### config.mk
export PLATFORM = sky130hd
export DESIGN_NAME = pid_position_ctrl_flat
export DESIGN_NICKNAME = d
export VERILOG_FILES = /design/src/rtl/pid_pkg.sv /design/src/rtl/pid_position_ctrl_if.sv /design/src/rtl/sat_clamp.sv /design/src/rtl/pid_position_ctrl.sv /design/src/flat_wrapper.sv
export SDC_FILE = /design/constraint.sdc
export NUM_CORES = 1
export LEC_CHECK = 0
export BUFFER_PORTS_ARGS = -buffer_cell sky130_fd_sc_hd__buf_2
export CAP_MARGIN = 20
export CORE_MARGIN = 2
export CORE_UTILIZATION = 29
export DETAILED_ROUTE_END_ITERATION = 16
export MAX_ROUTING_LAYER = met4
export SYNTH_ARGS = -nofsm -noshare
export SYNTH_HDL_FRONTEND = slang
export SYNTH_HIERARCHICAL = 1
export SYNTH_SLANG_ARGS = --single-unit
### constraint.sdc
create_clock -name clk -period 7.7 [get_ports clk]
set_input_delay 0.77 -clock clk [delete_from_list [all_inputs] [get_ports clk]]
set_output_delay 0.77 -clock clk [all_outputs]
set_load 0.01 [all_outputs]
### src/rtl/pid_pkg.sv
// Shared types and widths for the PID position controller.
// Includes the update-sequence FSM encoding and the datapath word sizes.
package pid_pkg;

    typedef enum logic [2:0] {
        ST_IDLE,
        ST_ERR,
        ST_MUL_P,
        ST_MUL_I,
        ST_MUL_D,
        ST_SUM,
        ST_SAT
    } pid_state_t;

    localparam int DATA_W = 16;
    localparam int COEF_W = 8;
    localparam int E_W    = 17;
    localparam int D_W    = 18;
    localparam int I_W    = 24;
    localparam int ACC_W  = 40;
    localparam int Q_FRAC = 4;

endpackage

### src/rtl/pid_position_ctrl_if.sv
// Sample/command bundle between the filter, the PID block and the driver.
// The controller sits on the slave side; the sample source and command sink form the master side.
interface pid_position_ctrl_if;
    import pid_pkg::*;

    logic                     meas_valid;
    logic        [DATA_W-1:0] meas_in;
    logic        [DATA_W-1:0] setpoint;
    logic        [COEF_W-1:0] kp;
    logic        [COEF_W-1:0] ki;
    logic        [COEF_W-1:0] kd;
    logic                     clr;
    logic signed [DATA_W-1:0] u_out;
    logic                     u_valid;
    logic                     busy;
    logic                     overrun;

    modport master (
        output meas_valid, meas_in, setpoint, kp, ki, kd, clr,
        input  u_out, u_valid, busy, overrun
    );

    modport slave (
        input  meas_valid, meas_in, setpoint, kp, ki, kd, clr,
        output u_out, u_valid, busy, overrun
    );

endinterface

### src/rtl/sat_clamp.sv
// Signed saturator: clamps a wide value to +/-LIMIT and narrows it to WIDTH_OUT bits.
module sat_clamp #(
    parameter int WIDTH_IN  = 25,
    parameter int WIDTH_OUT = 24,
    parameter int LIMIT     = 32767
) (
    input  logic signed [WIDTH_IN-1:0]  din,
    output logic signed [WIDTH_OUT-1:0] dout
);

    localparam logic signed [WIDTH_IN-1:0] LIM_HI = WIDTH_IN'(LIMIT);
    localparam logic signed [WIDTH_IN-1:0] LIM_LO = -LIM_HI;

    function automatic logic signed [WIDTH_OUT-1:0] clamp(input logic signed [WIDTH_IN-1:0] x);
        if (x > LIM_HI)
            return LIM_HI[WIDTH_OUT-1:0];
        else if (x < LIM_LO)
            return LIM_LO[WIDTH_OUT-1:0];
        else
            return x[WIDTH_OUT-1:0];
    endfunction

    assign dout = clamp(din);

endmodule

### src/rtl/pid_position_ctrl.sv
// PID position controller: one update per filtered sample, sequenced over seven states
// around a single shared multiplier, with integrator clamp and conditional integration.
module pid_position_ctrl
    import pid_pkg::*;
#(
    parameter int OUT_MAX   = 2047,
    parameter int INT_LIM   = 32767,
    parameter int GAIN_FRAC = Q_FRAC
) (
    input  logic              clk,
    input  logic              rst_n,
    pid_position_ctrl_if.slave bus
);

    pid_state_t state, state_nxt;

    logic        [DATA_W-1:0]      meas_p0, sp_p0;
    logic        [COEF_W-1:0]      kp_p0, ki_p0, kd_p0;
    logic signed [E_W-1:0]         e_p1, e_prev, e_nxt;
    logic signed [D_W-1:0]         d_p1, d_nxt;
    logic signed [I_W-1:0]         integ, integ_clamped;
    logic signed [I_W:0]           integ_sum;
    logic                          first;
    logic signed [1:0]             sat_sgn, e_sgn, out_sgn;
    logic                          integ_hold;
    logic signed [ACC_W-1:0]       acc_p2, acc_shift_p2;
    logic signed [I_W-1:0]         mul_a;
    logic signed [COEF_W:0]        mul_b;
    logic signed [I_W+COEF_W:0]    prod;
    logic signed [DATA_W-1:0]      u_sat, u_out_q;
    logic                          u_valid_q, overrun_q;

    // Error, derivative and integrator candidates, evaluated while in ERR
    assign e_nxt     = $signed({1'b0, sp_p0}) - $signed({1'b0, meas_p0});
    assign d_nxt     = first ? '0 : D_W'(e_nxt) - D_W'(e_prev);
    assign integ_sum = (I_W + 1)'(integ) + (I_W + 1)'(e_nxt);
    assign e_sgn     = (e_nxt > 0) ? 2'sb01 : (e_nxt < 0) ? 2'sb11 : 2'sb00;
    assign integ_hold = (sat_sgn != 2'sb00) && (sat_sgn == e_sgn);
    assign out_sgn   = (acc_shift_p2 > ACC_W'(OUT_MAX))  ? 2'sb01 :
                       (acc_shift_p2 < -ACC_W'(OUT_MAX)) ? 2'sb11 : 2'sb00;

    sat_clamp #(.WIDTH_IN(I_W + 1), .WIDTH_OUT(I_W), .LIMIT(INT_LIM)) u_integ_clamp (
        .din  (integ_sum),
        .dout (integ_clamped)
    );

    sat_clamp #(.WIDTH_IN(ACC_W), .WIDTH_OUT(DATA_W), .LIMIT(OUT_MAX)) u_out_clamp (
        .din  (acc_shift_p2),
        .dout (u_sat)
    );

    always_comb begin
        mul_a = '0;
        mul_b = '0;
        case (state)
            ST_MUL_P: begin mul_a = I_W'(e_p1); mul_b = $signed({1'b0, kp_p0}); end
            ST_MUL_I: begin mul_a = integ;      mul_b = $signed({1'b0, ki_p0}); end
            ST_MUL_D: begin mul_a = I_W'(d_p1); mul_b = $signed({1'b0, kd_p0}); end
            default:  ;
        endcase
    end

    assign prod = mul_a * mul_b;

    always_ff @(posedge clk or negedge rst_n) begin
        if (!rst_n)
            state <= ST_IDLE;
        else
            state <= state_nxt;
    end

    always_comb begin
        state_nxt = state;
        if (bus.clr) begin
            state_nxt = ST_IDLE;
        end else begin
            case (state)
                ST_IDLE:  if (bus.meas_valid) state_nxt = ST_ERR;
                ST_ERR:   state_nxt = ST_MUL_P;
                ST_MUL_P: state_nxt = ST_MUL_I;
                ST_MUL_I: state_nxt = ST_MUL_D;
                ST_MUL_D: state_nxt = ST_SUM;
                ST_SUM:   state_nxt = ST_SAT;
                default:  state_nxt = ST_IDLE;
            endcase
        end
    end

    always_comb begin
        bus.busy    = (state != ST_IDLE);
        bus.u_out   = u_out_q;
        bus.u_valid = u_valid_q;
        bus.overrun = overrun_q;
    end

    // Controller state: loop memory, output register and flags
    always_ff @(posedge clk or negedge rst_n) begin
        if (!rst_n) begin
            u_out_q   <= '0;
            u_valid_q <= 1'b0;
            overrun_q <= 1'b0;
            integ     <= '0;
            e_prev    <= '0;
            sat_sgn   <= 2'sb00;
            first     <= 1'b1;
        end else begin
            u_valid_q <= 1'b0;
            if (bus.meas_valid && !bus.clr && state != ST_IDLE)
                overrun_q <= 1'b1;
            if (bus.clr) begin
                integ   <= '0;
                e_prev  <= '0;
                sat_sgn <= 2'sb00;
                first   <= 1'b1;
            end else begin
                case (state)
                    ST_ERR: begin
                        if (!integ_hold)
                            integ <= integ_clamped;
                        e_prev <= e_nxt;
                        first  <= 1'b0;
                    end
                    ST_SAT: begin
                        u_out_q   <= u_sat;
                        sat_sgn   <= out_sgn;
                        u_valid_q <= 1'b1;
                    end
                    default: ;
                endcase
            end
        end
    end

    // Datapath: capture (p0), error terms (p1), accumulate and scale (p2)
    always_ff @(posedge clk) begin
        case (state)
            ST_IDLE: begin
                if (bus.meas_valid && !bus.clr) begin
                    meas_p0 <= bus.meas_in;
                    sp_p0   <= bus.setpoint;
                    kp_p0   <= bus.kp;
                    ki_p0   <= bus.ki;
                    kd_p0   <= bus.kd;
                end
            end
            ST_ERR: begin
                e_p1   <= e_nxt;
                d_p1   <= d_nxt;
                acc_p2 <= '0;
            end
            ST_MUL_P, ST_MUL_I, ST_MUL_D: acc_p2 <= acc_p2 + ACC_W'(prod);
            ST_SUM:  acc_shift_p2 <= acc_p2 >>> GAIN_FRAC;
            default: ;
        endcase
    end

endmodule
### src/flat_wrapper.sv
// flat-port wrapper written by rule: the top's interface ports become plain ports
module pid_position_ctrl_flat import pid_pkg::*;
#(
    parameter int OUT_MAX   = 2047,
    parameter int INT_LIM   = 32767,
    parameter int GAIN_FRAC = Q_FRAC
)
  (clk, rst_n, bus_meas_valid, bus_meas_in, bus_setpoint, bus_kp, bus_ki, bus_kd, bus_clr, bus_u_out, bus_u_valid, bus_busy, bus_overrun);
  pid_position_ctrl_if bus_i ();
  input  logic clk;
  input  logic rst_n;
  input wire logic [$bits(bus_i.meas_valid)-1:0] bus_meas_valid;
  input wire logic [$bits(bus_i.meas_in)-1:0] bus_meas_in;
  input wire logic [$bits(bus_i.setpoint)-1:0] bus_setpoint;
  input wire logic [$bits(bus_i.kp)-1:0] bus_kp;
  input wire logic [$bits(bus_i.ki)-1:0] bus_ki;
  input wire logic [$bits(bus_i.kd)-1:0] bus_kd;
  input wire logic [$bits(bus_i.clr)-1:0] bus_clr;
  output wire logic [$bits(bus_i.u_out)-1:0] bus_u_out;
  output wire logic [$bits(bus_i.u_valid)-1:0] bus_u_valid;
  output wire logic [$bits(bus_i.busy)-1:0] bus_busy;
  output wire logic [$bits(bus_i.overrun)-1:0] bus_overrun;
  assign bus_i.meas_valid = bus_meas_valid;
  assign bus_i.meas_in = bus_meas_in;
  assign bus_i.setpoint = bus_setpoint;
  assign bus_i.kp = bus_kp;
  assign bus_i.ki = bus_ki;
  assign bus_i.kd = bus_kd;
  assign bus_i.clr = bus_clr;
  assign bus_u_out = bus_i.u_out;
  assign bus_u_valid = bus_i.u_valid;
  assign bus_busy = bus_i.busy;
  assign bus_overrun = bus_i.overrun;
  pid_position_ctrl #(.OUT_MAX(OUT_MAX), .INT_LIM(INT_LIM), .GAIN_FRAC(GAIN_FRAC)) u_core (.clk(clk), .rst_n(rst_n), .bus(bus_i));
endmodule
==> out/metrics.csv <==
stage,metric,value,unit
cts,cts.hold.buffers_added,0,
logic_synthesis,ys_ff_latch,232,
logic_synthesis,yosys-top-cells-area,"edfxtp_1, fa_1, ha_1",
floorplanning,die_area,71800,sq um
timing,finalCriticalPeriod,7.47,ns
outcome,status,"complete, no violations",
place,place_congestion,0.892,
cts,cts_root_buffer,clkbuf_16,
finish,fin_area,22700,sq um
logic_synthesis,ys_top_cells_by_count,"inv_1, nor2_1, nand2_1",
finish,drive_above_1_share,0.122,
logic_synthesis,synth_cells,2021,
timing,worst_pin_slew,1.11,ns
cts,clock_sinks,232,
logic_synthesis,synth_edf_count,167,
logic_synthesis,syn_area,20200,sq um
detailed_routing,routed_wl,49600,microns
critical_path,critPathLaunchType,register,
timing,clock_skew,0.0314,ns
logic_synthesis,synth_most_common_cell,inv_1,
timing,min_period_over_period,0.970,
detailed_routing,vias,14400,
logic_synthesis,syn-num-nets,2410,
finish,areaGrowthSynthToFinish,12.3,%
logic_synthesis,synth_top_cell_area_share,0.248,
cts,cts_resized,0,
logic_synthesis,synth.avg_cell_area,9.99,sq um
floorplanning,die_w,268,microns
cts,numCtsBuffers,28,
pwr,p_leak,10.2,nW
detailed_routing,drtIter0Drc,1038,
critical_path,arrival,7.76,ns
timing,slew_viol_final,0,
place,placed_cell_area,21700,sq um
place,dp_hpwl,39700,microns
floorplanning,initial_core_util,0.293,
global_routing,first_global_vias,14900,
timing,rsz0062_at_grt,false,
cts,clkTransAtPathRegs,0.06,ns
logic_synthesis,post-synth-top-area-cell,edfxtp_1,
detailed_routing,drc,0,
global_routing,antenna_found_initial,0,
timing,finalSetupViolations,0,
global_routing,track_usage,0.145,
critical_path,required,7.99,ns
logic_synthesis,yosys_warnings,6,
floorplanning,boundaryPins,79,
cts,htreeDepth,1,
timing,fmax,134,MHz
floorplanning,rows,96,
place,io_buffer_count,78,
critical_path,path_class,reg2reg,
cts,postCtsSetupRepairBufs,0,
detailed_routing,drtPass1Iterations,6,
floorplanning,die_height,268,microns
cts,cts_tree,done,
finish,final_nets,2483,
flow_run,cap_violations,0,
global_routing,gr-total-overflow,0,
detailed_routing,viasPerCell,4.73,
pwr,ir_worst_vdd,0.174,mV
cts,worstSkewPairLatency,0.59,ns
global_routing,grt_max_degree,66,
critical_path,cp_max_fo,18,
logic_synthesis,yosysSeqAreaShare,0.329,
global_routing,grt_first_pass_wirelength,80800,microns
timing,hold_viol_final,0,
critical_path,crit_path_end_kind,register,
detailed_routing,wl_per_cell,16.3,microns
pwr,pwr_density_cell,179,nW/um^2
detailed_routing,postRouteAntennaNets,0,
worst_hold_path,hp-class,in2async,
timing,slew_headroom,0.261,
logic_synthesis,synth_cell_types,99,
cts,cts_buffer_depth,3,
logic_synthesis,synth_top_flop_cell,edfxtp_1,
logic_synthesis,ys_async_sr_fraction,0.280,
floorplanning,coreArea,68800,sq um
finish,antenna_cells,0,
timing,fin_setup_tns,0,ns
## metrics by stage
| step | power, mW | setup slack, ns | hold WS, ns | util | cells |
|---|---|---|---|---|---|
| 2_1_floorplan | 2.41 | 0.567 | 0.426 | - | 2021 |
| 3_3_place_gp | 2.69 | 0.284 | 0.441 | 0.316 | 2995 |
| 3_5_place_dp | 2.72 | 0.244 | 0.447 | 0.316 | 2995 |
| 4_1_cts | 4.10 | 0.203 | 0.319 | 0.329 | 3047 |
| 5_1_grt | 4.31 | 0.0101 | 0.322 | 0.330 | 3047 |
| 6_report | 4.05 | 0.231 | 0.295 | 0.330 | 3047 |
## placed cells by master (no fill, tap or decap), types with 28 or more instances in the layout
master     synthesis  routed
buf_4              1      38
a21oi_1          105     103
ha_1             138     138
nand2_1          193     193
inv_1            302     301
buf_2              2      77
dfrtp_1           64      63
nand3_1           34      34
o21ai_0           49      41
edfxtp_1         167     167
nor2_1           201     200
xnor2_1           39      39
fa_1             191     191
o21a_1            30      29
clkbuf_16          0      28
mux2i_1           28      28
## per-layer routing
metal,global-route usage,share of wire,vias up
li1,-,-,7020
met1,0.195,0.47,6913
met2,0.230,0.45,382
met3,0.0159,0.040,84
met4,0.0482,0.035,0
met5,-,0,-
## cell type report
class                      count  area, sq um
fill                        6960        46100
multi-input combinational   1413        12100
sequential                   232         6640
tap                          931         1160
inverter                     303         1140
clock buffer                  32          716
timing repair buffer         116          682
clock inverter                20          236
## final timing paths
check / from / slack, ns / cells past startpoint / endpoint
worst min-delay path: rst_n / 0.29 / 1 / u_core/bus.u_out[15]
min in group clk: bus_setpoint[7] / 0.35 / 1 / u_core/sp_p0[7]
worst max register to register: u_core/state[0] / 0.23 / 20 / u_core/acc_p2[36]
worst min register to register: u_core/acc_p2[7] / 0.46 / 0 / u_core/acc_shift_p2[3]
max in group asynchronous: rst_n / 6.66 / 1 / u_core/state[0]
worst max-delay path: u_core/state[0] / 0.23 / 20 / u_core/acc_p2[36]
## cell families after synthesis
kind of cell / share of synthesized area
compound gates: 0.125
xor+xnor: 0.0297
fa+ha+maj: 0.275
buf+inv: 0.0733
flops: 0.329
mux: 0.0234
simple gates: 0.145
## critical path: stages (launching register included)
cell	delay [ns]
dfrtp_2	0.62
buf_6	0.32
mux2i_1	0.49
o21a_1	0.40
nor2_1	0.13
fa_1	0.54
fa_1	0.44
fa_1	0.52
fa_1	0.54
inv_1	0.05
fa_1	0.49
inv_1	0.04
ha_1	0.38
a21oi_1	0.35
a21boi_0	0.22
a311oi_2	0.35
o2111ai_1	0.16
a41o_1	0.30
o311a_1	0.32
o31ai_1	0.34
o211ai_1	0.15
## sequential cells by signal, summed over array words and instances (netlist names)
name	count
u_core/bus.u_out	16
u_core/state	3
u_core/bus.u_valid	1
u_core/acc_p2	40
u_core/sat_sgn	2
u_core/bus.overrun	1
u_core/e_p1	17
u_core/kp_p0	8
u_core/e_prev	17
u_core/integ	24
u_core/acc_shift_p2	36
u_core/kd_p0	8
u_core/meas_p0	16
u_core/sp_p0	16
u_core/d_p1	18
u_core/first	1
u_core/ki_p0	8
## power by group
group,leakage [nW],internal [mW],total [mW],switching (mW)
clock network,0.442,0.783,1.35,0.570
logic,7.35,0.446,1.16,0.711
registers,2.45,1.47,1.54,0.0766
Power figures use the tool's default switching activity.
